<file path="config.mk">
export PLATFORM = sky130hd
export DESIGN_NAME = bsg_mcl_rx_pkt_serializer
export DESIGN_NICKNAME = d
export VERILOG_FILES = /design/src/rtl/cl_mcl_pkg.sv /design/src/rtl/bsg_mcl_pkt_ring.sv /design/src/rtl/bsg_mcl_rx_pkt_serializer.sv
export SDC_FILE = /design/constraint.sdc
export NUM_CORES = 1
export LEC_CHECK = 0
export CORE_MARGIN = 4
export CORE_UTILIZATION = 45
export DETAILED_ROUTE_END_ITERATION = 10
export MAX_ROUTING_LAYER = met4
export PLACE_DENSITY_LB_ADDON = 0.2
export SYNTH_ARGS = -nofsm -noshare
export SYNTH_HDL_FRONTEND = slang
export SYNTH_SLANG_ARGS = --single-unit
</file>
<file path="constraint.sdc">
create_clock -name clk_i -period 4.2 [get_ports clk_i]
set_input_delay 0.42 -clock clk_i [delete_from_list [all_inputs] [get_ports clk_i]]
set_output_delay 0.42 -clock clk_i [all_outputs]
set_load 0.02 [all_outputs]
</file>
<file path="src/rtl/cl_mcl_pkg.sv">
// Shared constants and types for the manycore-link rx packet serializer.
package cl_mcl_pkg;

    localparam int rx_word_width_lp = 32;

    typedef enum logic {
        E_RX_IDLE  = 1'b0,
        E_RX_SERVE = 1'b1
    } rx_state_e;

endpackage

</file>
<file path="src/rtl/bsg_mcl_pkt_ring.sv">
// Circular packet store: write/read pointers wrap modulo els_p (any depth >= 2),
// head packet is read combinationally so it is visible the cycle after its push.
module bsg_mcl_pkt_ring #(
    parameter int width_p = 128,
    parameter int els_p   = 4
) (
    input  logic                         clk_i,
    input  logic                         reset_n_i,
    input  logic                         push_i,
    input  logic [width_p-1:0]           data_i,
    input  logic                         pop_i,
    output logic                         full_o,
    output logic                         empty_o,
    output logic [$clog2(els_p+1)-1:0]   count_o,
    output logic [width_p-1:0]           head_data_o
);
    localparam int ptr_w_lp = $clog2(els_p);
    localparam int cnt_w_lp = $clog2(els_p + 1);

    logic [width_p-1:0]  mem_q [els_p];
    logic [ptr_w_lp-1:0] wr_ptr_q, wr_ptr_d;
    logic [ptr_w_lp-1:0] rd_ptr_q, rd_ptr_d;
    logic [cnt_w_lp-1:0] count_q, count_d;

    // Explicit compare-and-clear so non-power-of-two depths wrap correctly.
    assign wr_ptr_d = (wr_ptr_q == ptr_w_lp'(els_p - 1)) ? '0 : wr_ptr_q + 1'b1;
    assign rd_ptr_d = (rd_ptr_q == ptr_w_lp'(els_p - 1)) ? '0 : rd_ptr_q + 1'b1;
    assign count_d  = count_q + cnt_w_lp'(push_i) - cnt_w_lp'(pop_i);

    always_ff @(posedge clk_i) begin
        if (push_i) begin
            mem_q[wr_ptr_q] <= data_i;
        end
    end

    always_ff @(posedge clk_i) begin
        if (!reset_n_i) begin
            wr_ptr_q <= '0;
            rd_ptr_q <= '0;
            count_q  <= '0;
        end else begin
            if (push_i) wr_ptr_q <= wr_ptr_d;
            if (pop_i)  rd_ptr_q <= rd_ptr_d;
            count_q <= count_d;
        end
    end

    assign full_o      = (count_q == cnt_w_lp'(els_p));
    assign empty_o     = (count_q == '0);
    assign count_o     = count_q;
    assign head_data_o = mem_q[rd_ptr_q];

endmodule

</file>
<file path="src/rtl/bsg_mcl_rx_pkt_serializer.sv">
// Buffers wide response packets and emits them as 32-bit words, LSW first.
// Optional occupancy high-water mark is built when BSG_MCL_RX_HWM_EN is defined.
module bsg_mcl_rx_pkt_serializer
    import cl_mcl_pkg::*;
#(
    parameter int pkt_width_p = 128,
    parameter int els_p       = 4
) (
    input  logic                   clk_i,
    input  logic                   reset_n_i,
    input  logic                   pkt_v_i,
    input  logic [pkt_width_p-1:0] pkt_data_i,
    output logic                   pkt_ready_o,
    output logic                   v_o,
    output logic [31:0]            data_o,
    input  logic                   ready_i,
    output logic [31:0]            occupancy_o,
    output logic [31:0]            hwm_o
);
    localparam int words_lp = pkt_width_p / rx_word_width_lp;
    localparam int idx_w_lp = (words_lp > 1) ? $clog2(words_lp) : 1;
    localparam int cnt_w_lp = $clog2(els_p + 1);

    logic                   push, pop, fire, last_word;
    logic                   full, empty;
    logic [cnt_w_lp-1:0]    count;
    logic [pkt_width_p-1:0] head_data;
    logic [31:0]            head_words [words_lp];

    rx_state_e              state_q;
    logic [idx_w_lp-1:0]    word_idx_q;
    logic [31:0]            occ_q, occ_d;

    bsg_mcl_pkt_ring #(
        .width_p (pkt_width_p),
        .els_p   (els_p)
    ) ring (
        .clk_i       (clk_i),
        .reset_n_i   (reset_n_i),
        .push_i      (push),
        .data_i      (pkt_data_i),
        .pop_i       (pop),
        .full_o      (full),
        .empty_o     (empty),
        .count_o     (count),
        .head_data_o (head_data)
    );

    for (genvar gi = 0; gi < words_lp; gi++) begin : g_word
        assign head_words[gi] = head_data[gi*rx_word_width_lp +: rx_word_width_lp];
    end

    assign pkt_ready_o = ~full;
    assign push        = pkt_v_i & ~full;
    assign v_o         = (state_q == E_RX_SERVE);
    assign fire        = v_o & ready_i & ~empty;
    assign last_word   = (word_idx_q == idx_w_lp'(words_lp - 1));
    assign pop         = fire & last_word;
    assign data_o      = head_words[word_idx_q];

    assign occ_d = occ_q + (push ? 32'(words_lp) : 32'd0) - (fire ? 32'd1 : 32'd0);

    always_ff @(posedge clk_i) begin
        if (!reset_n_i) begin
            state_q    <= E_RX_IDLE;
            word_idx_q <= '0;
            occ_q      <= '0;
        end else begin
            occ_q <= occ_d;
            case (state_q)
                E_RX_IDLE: begin
                    if (push) state_q <= E_RX_SERVE;
                end
                E_RX_SERVE: begin
                    if (fire) begin
                        if (last_word) begin
                            word_idx_q <= '0;
                            // Draining the only packet with nothing arriving empties the ring.
                            if (count == cnt_w_lp'(1) && !push) state_q <= E_RX_IDLE;
                        end else begin
                            word_idx_q <= word_idx_q + 1'b1;
                        end
                    end
                end
                default: state_q <= E_RX_IDLE;
            endcase
        end
    end

    assign occupancy_o = occ_q;

`ifdef BSG_MCL_RX_HWM_EN
    logic [31:0] hwm_q;

    always_ff @(posedge clk_i) begin
        if (!reset_n_i) begin
            hwm_q <= '0;
        end else if (occ_d > hwm_q) begin
            hwm_q <= occ_d;
        end
    end

    assign hwm_o = hwm_q;
`else
    assign hwm_o = 32'b0;
`endif

endmodule

</file>
==> results.json <==
{
  "status": "finished clean",
  "first_pass_iteration_count_of_the_detailed_router": 5,
  "effective_utilization_at_floorplan": 0.4567,
  "netSwitchingPower_mw": 4.291,
  "cts_setup_buffers": 0,
  "cp.required_ns": 4.67,
  "placeableCoreArea_um2": 49050,
  "num_io_pins": 230,
  "die_area_um2": 53420,
  "postSynthRegisterBits": 556,
  "critical_path_peak_fanout": 5,
  "layout.nets": 1526,
  "dominant_combinational_cell_family_by_area_after_synthesis": "multiplexers",
  "fmax_mhz": 269.8,
  "tightest_slew_ns": 0.8338,
  "place_congestion": 0.7637,
  "areaGrowthSynthToFinish_pct": 20.72,
  "tritoncts.num_buffers": 56,
  "holdCritPathClass": "in2reg",
  "cp-end-kind": "register",
  "clock-root-buffer": "sky130_fd_sc_hd__clkbuf_16",
  "finalSetupViolations": 0,
  "synth.yosys.seq_area_share": 0.7256,
  "antenna_violations_before_repair": 4,
  "switching_part_of_the_total_power": 0.2768,
  "synth_adder_area_share": 0.02413,
  "grt.overflow.total": 0,
  "cp.buffers_inverters": 2,
  "comb_power_share": 0.247,
  "placement.cell_area_um2": 25270,
  "post-dp-hpwl_um": 27440,
  "pin_count_of_the_biggest_net_entering_global_routing": 64,
  "cts-htree-levels": 2,
  "final_design_instance_area_without_fill_um2": 27040,
  "drc": 0,
  "die_w_um": 231.1,
  "power.static_leakage_nw": 8.838,
  "synth_compound_area_frac": 0.02586,
  "io_buffer_count": 197,
  "placement_rows": 81,
  "power_density_nw_per_um2": 573.3,
  "crit_arrival_ns": 4.18,
  "cp_slowest_stage_delay_ns": 0.45,
  "syn_area_um2": 22400,
  "routed-via-count": 10980,
  "layout-drive-gt1-share": 0.1946,
  "sinks_on_clock_net": 556,
  "number_of_nets_with_antenna_violations_after_routing": 0,
  "synth-async-reset-ratio": 0,
  "clk_path_buf_depth": 3,
  "avgRoutedWirePerCell_um": 21.63,
  "yosys.area_share.simple": 0.02547,
  "synth.mux.area_fraction": 0.1622,
  "seqPwrFrac": 0.443,
  "report.final.slew_viol_count": 0,
  "grt_pass1_wl_um": 69550,
  "hold_violations": 0,
  "yosys.area_share.xor_xnor": 0.009774,
  "critical_path.startpoint_type": "register",
  "clock_insertion_delay_worst_skew_ns": 0.60,
  "setup.worst_path.class": "reg2reg",
  "crit_chain": "o311a_1, ha_1, inv_1, ha_1, inv_1, fa_1, and2b_1, or2_1, a21oi_1, o211a_1, o31a_1, or4_1, nand2_2, o31a_1, o22ai_1",
  "vdd_ir_drop_max_mv": 0.3285,
  "wl_um": 44680,
  "ys.flop_type": "sky130_fd_sc_hd__edfxtp_1",
  "timing.slew.headroom": 0.4441,
  "first_global_vias": 11660,
  "power.share.clock": 0.309,
  "top_family_by_delay_on_critical_path": "compound AO/OA/AOI/OAI gates",
  "finish.utilization": 0.5513,
  "cts.reportedPaths.clkPinSlew_ns": 0.06,
  "global_route.usage.total": 0.1750,
  "synth_edf_count": 512,
  "period_share": 0.8824,
  "post_cts_resize_count": 0,
  "number_of_vias_per_cell_after_detailed_routing": 5.318,
  "internal_power_component_mw": 11.21,
  "yosys_warnings": 0,
  "detailedRoute.firstIterationViolations": 842,
  "post_synth_inst_count": 1119,
  "rsz0062_at_grt": "false",
  "skew_ns": 0.01434,
  "final.setup.tns_ns": 0,
  "finalWorstPathRequiredPeriod_ns": 3.706,
  "worst_hold_slack_ns": 0.4517,
  "syn_area_per_cell_um2": 20.02,
  "cts-hold-fix-buffers": 0,
  "worst_path_cell_with_the_longest_stage_delay": "sky130_fd_sc_hd__o311a_1",
  "max_cap_violations": 0,
  "dieHeight_um": 231.1,
  "synth.lib_cells_used.distinct": 57,
  "cts_tree": "built"
}
worst register-to-register path, stage by stage, from the launching register on:
cell and delay [ns]:
sky130_fd_sc_hd__dfxtp_1 0.37, sky130_fd_sc_hd__o311a_1 0.45, sky130_fd_sc_hd__ha_1 0.21, sky130_fd_sc_hd__inv_1 0.05
sky130_fd_sc_hd__ha_1 0.16, sky130_fd_sc_hd__inv_1 0.06, sky130_fd_sc_hd__fa_1 0.41, sky130_fd_sc_hd__and2b_1 0.22
sky130_fd_sc_hd__or2_1 0.12, sky130_fd_sc_hd__a21oi_1 0.12, sky130_fd_sc_hd__o211a_1 0.30, sky130_fd_sc_hd__o31a_1 0.38
sky130_fd_sc_hd__or4_1 0.44, sky130_fd_sc_hd__nand2_2 0.12, sky130_fd_sc_hd__o31a_1 0.13, sky130_fd_sc_hd__o22ai_1 0.07
state kept, by name (all words and copies together), names as in the netlist, named ones only:
name	cells
ring.count_o	3
ring.wr_ptr_q	2
v_o	1
word_idx_q	2
occupancy_o	32
ring.mem_q	512
ring.rd_ptr_q	2
area by class of cell:
type	instances	area, um2
clock inverter	32	286.5
clock buffer	72	1483
timing repair buffer	221	2302
sequential	556	16270
antenna	3	7.507
fill	3883	22010
tap	664	830.8
inverter	49	183.9
multi-input combinational	468	5683
power groups by stage:
stage | clock network (mW) | registers [mW] | logic, mW
after floorplan | 0 | 7.10 | 2.52
after global placement | 0 | 6.98 | 3.82
after detailed placement | 0 | 7.00 | 3.84
after CTS | 4.95 | 6.89 | 3.87
after global routing | 5.20 | 6.92 | 4.25
final | 4.79 | 6.88 | 3.84
layout by cell type (no fill, tap or decap), types with 16 or more instances in the layout:
master	instances
sky130_fd_sc_hd__edfxtp_1	512
sky130_fd_sc_hd__clkdlybuf4s50_1	197
sky130_fd_sc_hd__mux4_2	160
sky130_fd_sc_hd__clkbuf_16	57
sky130_fd_sc_hd__inv_1	48
sky130_fd_sc_hd__ha_1	40
sky130_fd_sc_hd__dfxtp_1	40
sky130_fd_sc_hd__a21oi_1	33
sky130_fd_sc_hd__nor2_1	32
sky130_fd_sc_hd__conb_1	32
sky130_fd_sc_hd__nand2_1	28
sky130_fd_sc_hd__xnor2_1	16
metrics by stage:
step / power [mW] / setup WS, ns / instances
3_3_place_gp: 10.80 / 0.2950 / 1958
3_5_place_dp: 10.84 / 0.2555 / 1958
2_1_floorplan: 9.618 / 0.8448 / 1150
4_1_cts: 15.70 / 0.4612 / 2062
5_1_grt: 16.37 / 0.2583 / 2065
6_report: 15.50 / 0.4941 / 2065
Yosys cell counts, drive strengths merged, types with 9 or more instances:
master | number | area (um2)
a21o | 13 | 97.59
a21oi | 33 | 165.2
and2 | 15 | 93.84
buf | 47 | 304.0
clkbuf | 30 | 112.6
dfxtp | 44 | 880.8
edfxtp | 512 | 15370
ha | 40 | 500.5
inv | 48 | 180.2
mux4 | 160 | 3603
nand2 | 29 | 111.4
nand3 | 9 | 50.05
nor2 | 33 | 126.4
o21ai | 13 | 65.06
xnor2 | 16 | 140.1
xor2 | 9 | 78.83
path summary, 6_finish.rpt:
check,from,end,slack (ns),cells past startpoint
worst max-delay path,ring.count_o[1],occupancy_o[31],0.49,15
worst max register to register,ring.count_o[1],occupancy_o[31],0.49,15
worst min-delay path,pkt_data_i[56],ring.mem_q[0][56],0.45,1
worst min register to register,ring.rd_ptr_q[1],register,0.47,2
cells by family (layout without fill, tap and decap cells):
logic type | Yosys count | in the layout
mux | 163 | 163
flops | 556 | 556
fa+ha+maj | 42 | 42
buf+inv | 126 | 374
other cells | 1 | 35
simple gates | 116 | 116
compound gates | 90 | 90
xor+xnor | 25 | 25
metal layers:
metal / global-route usage / share of wire / vias to the layer above
met5: - / 0 / -
li1: - / - / 4972
met2: 0.2877 / 0.50 / 232
met4: 0.04492 / 0.020 / 0
met3: 0.03503 / 0.050 / 69
met1: 0.2272 / 0.43 / 5709
No activity file was read; power rests on OpenSTA's default activity.
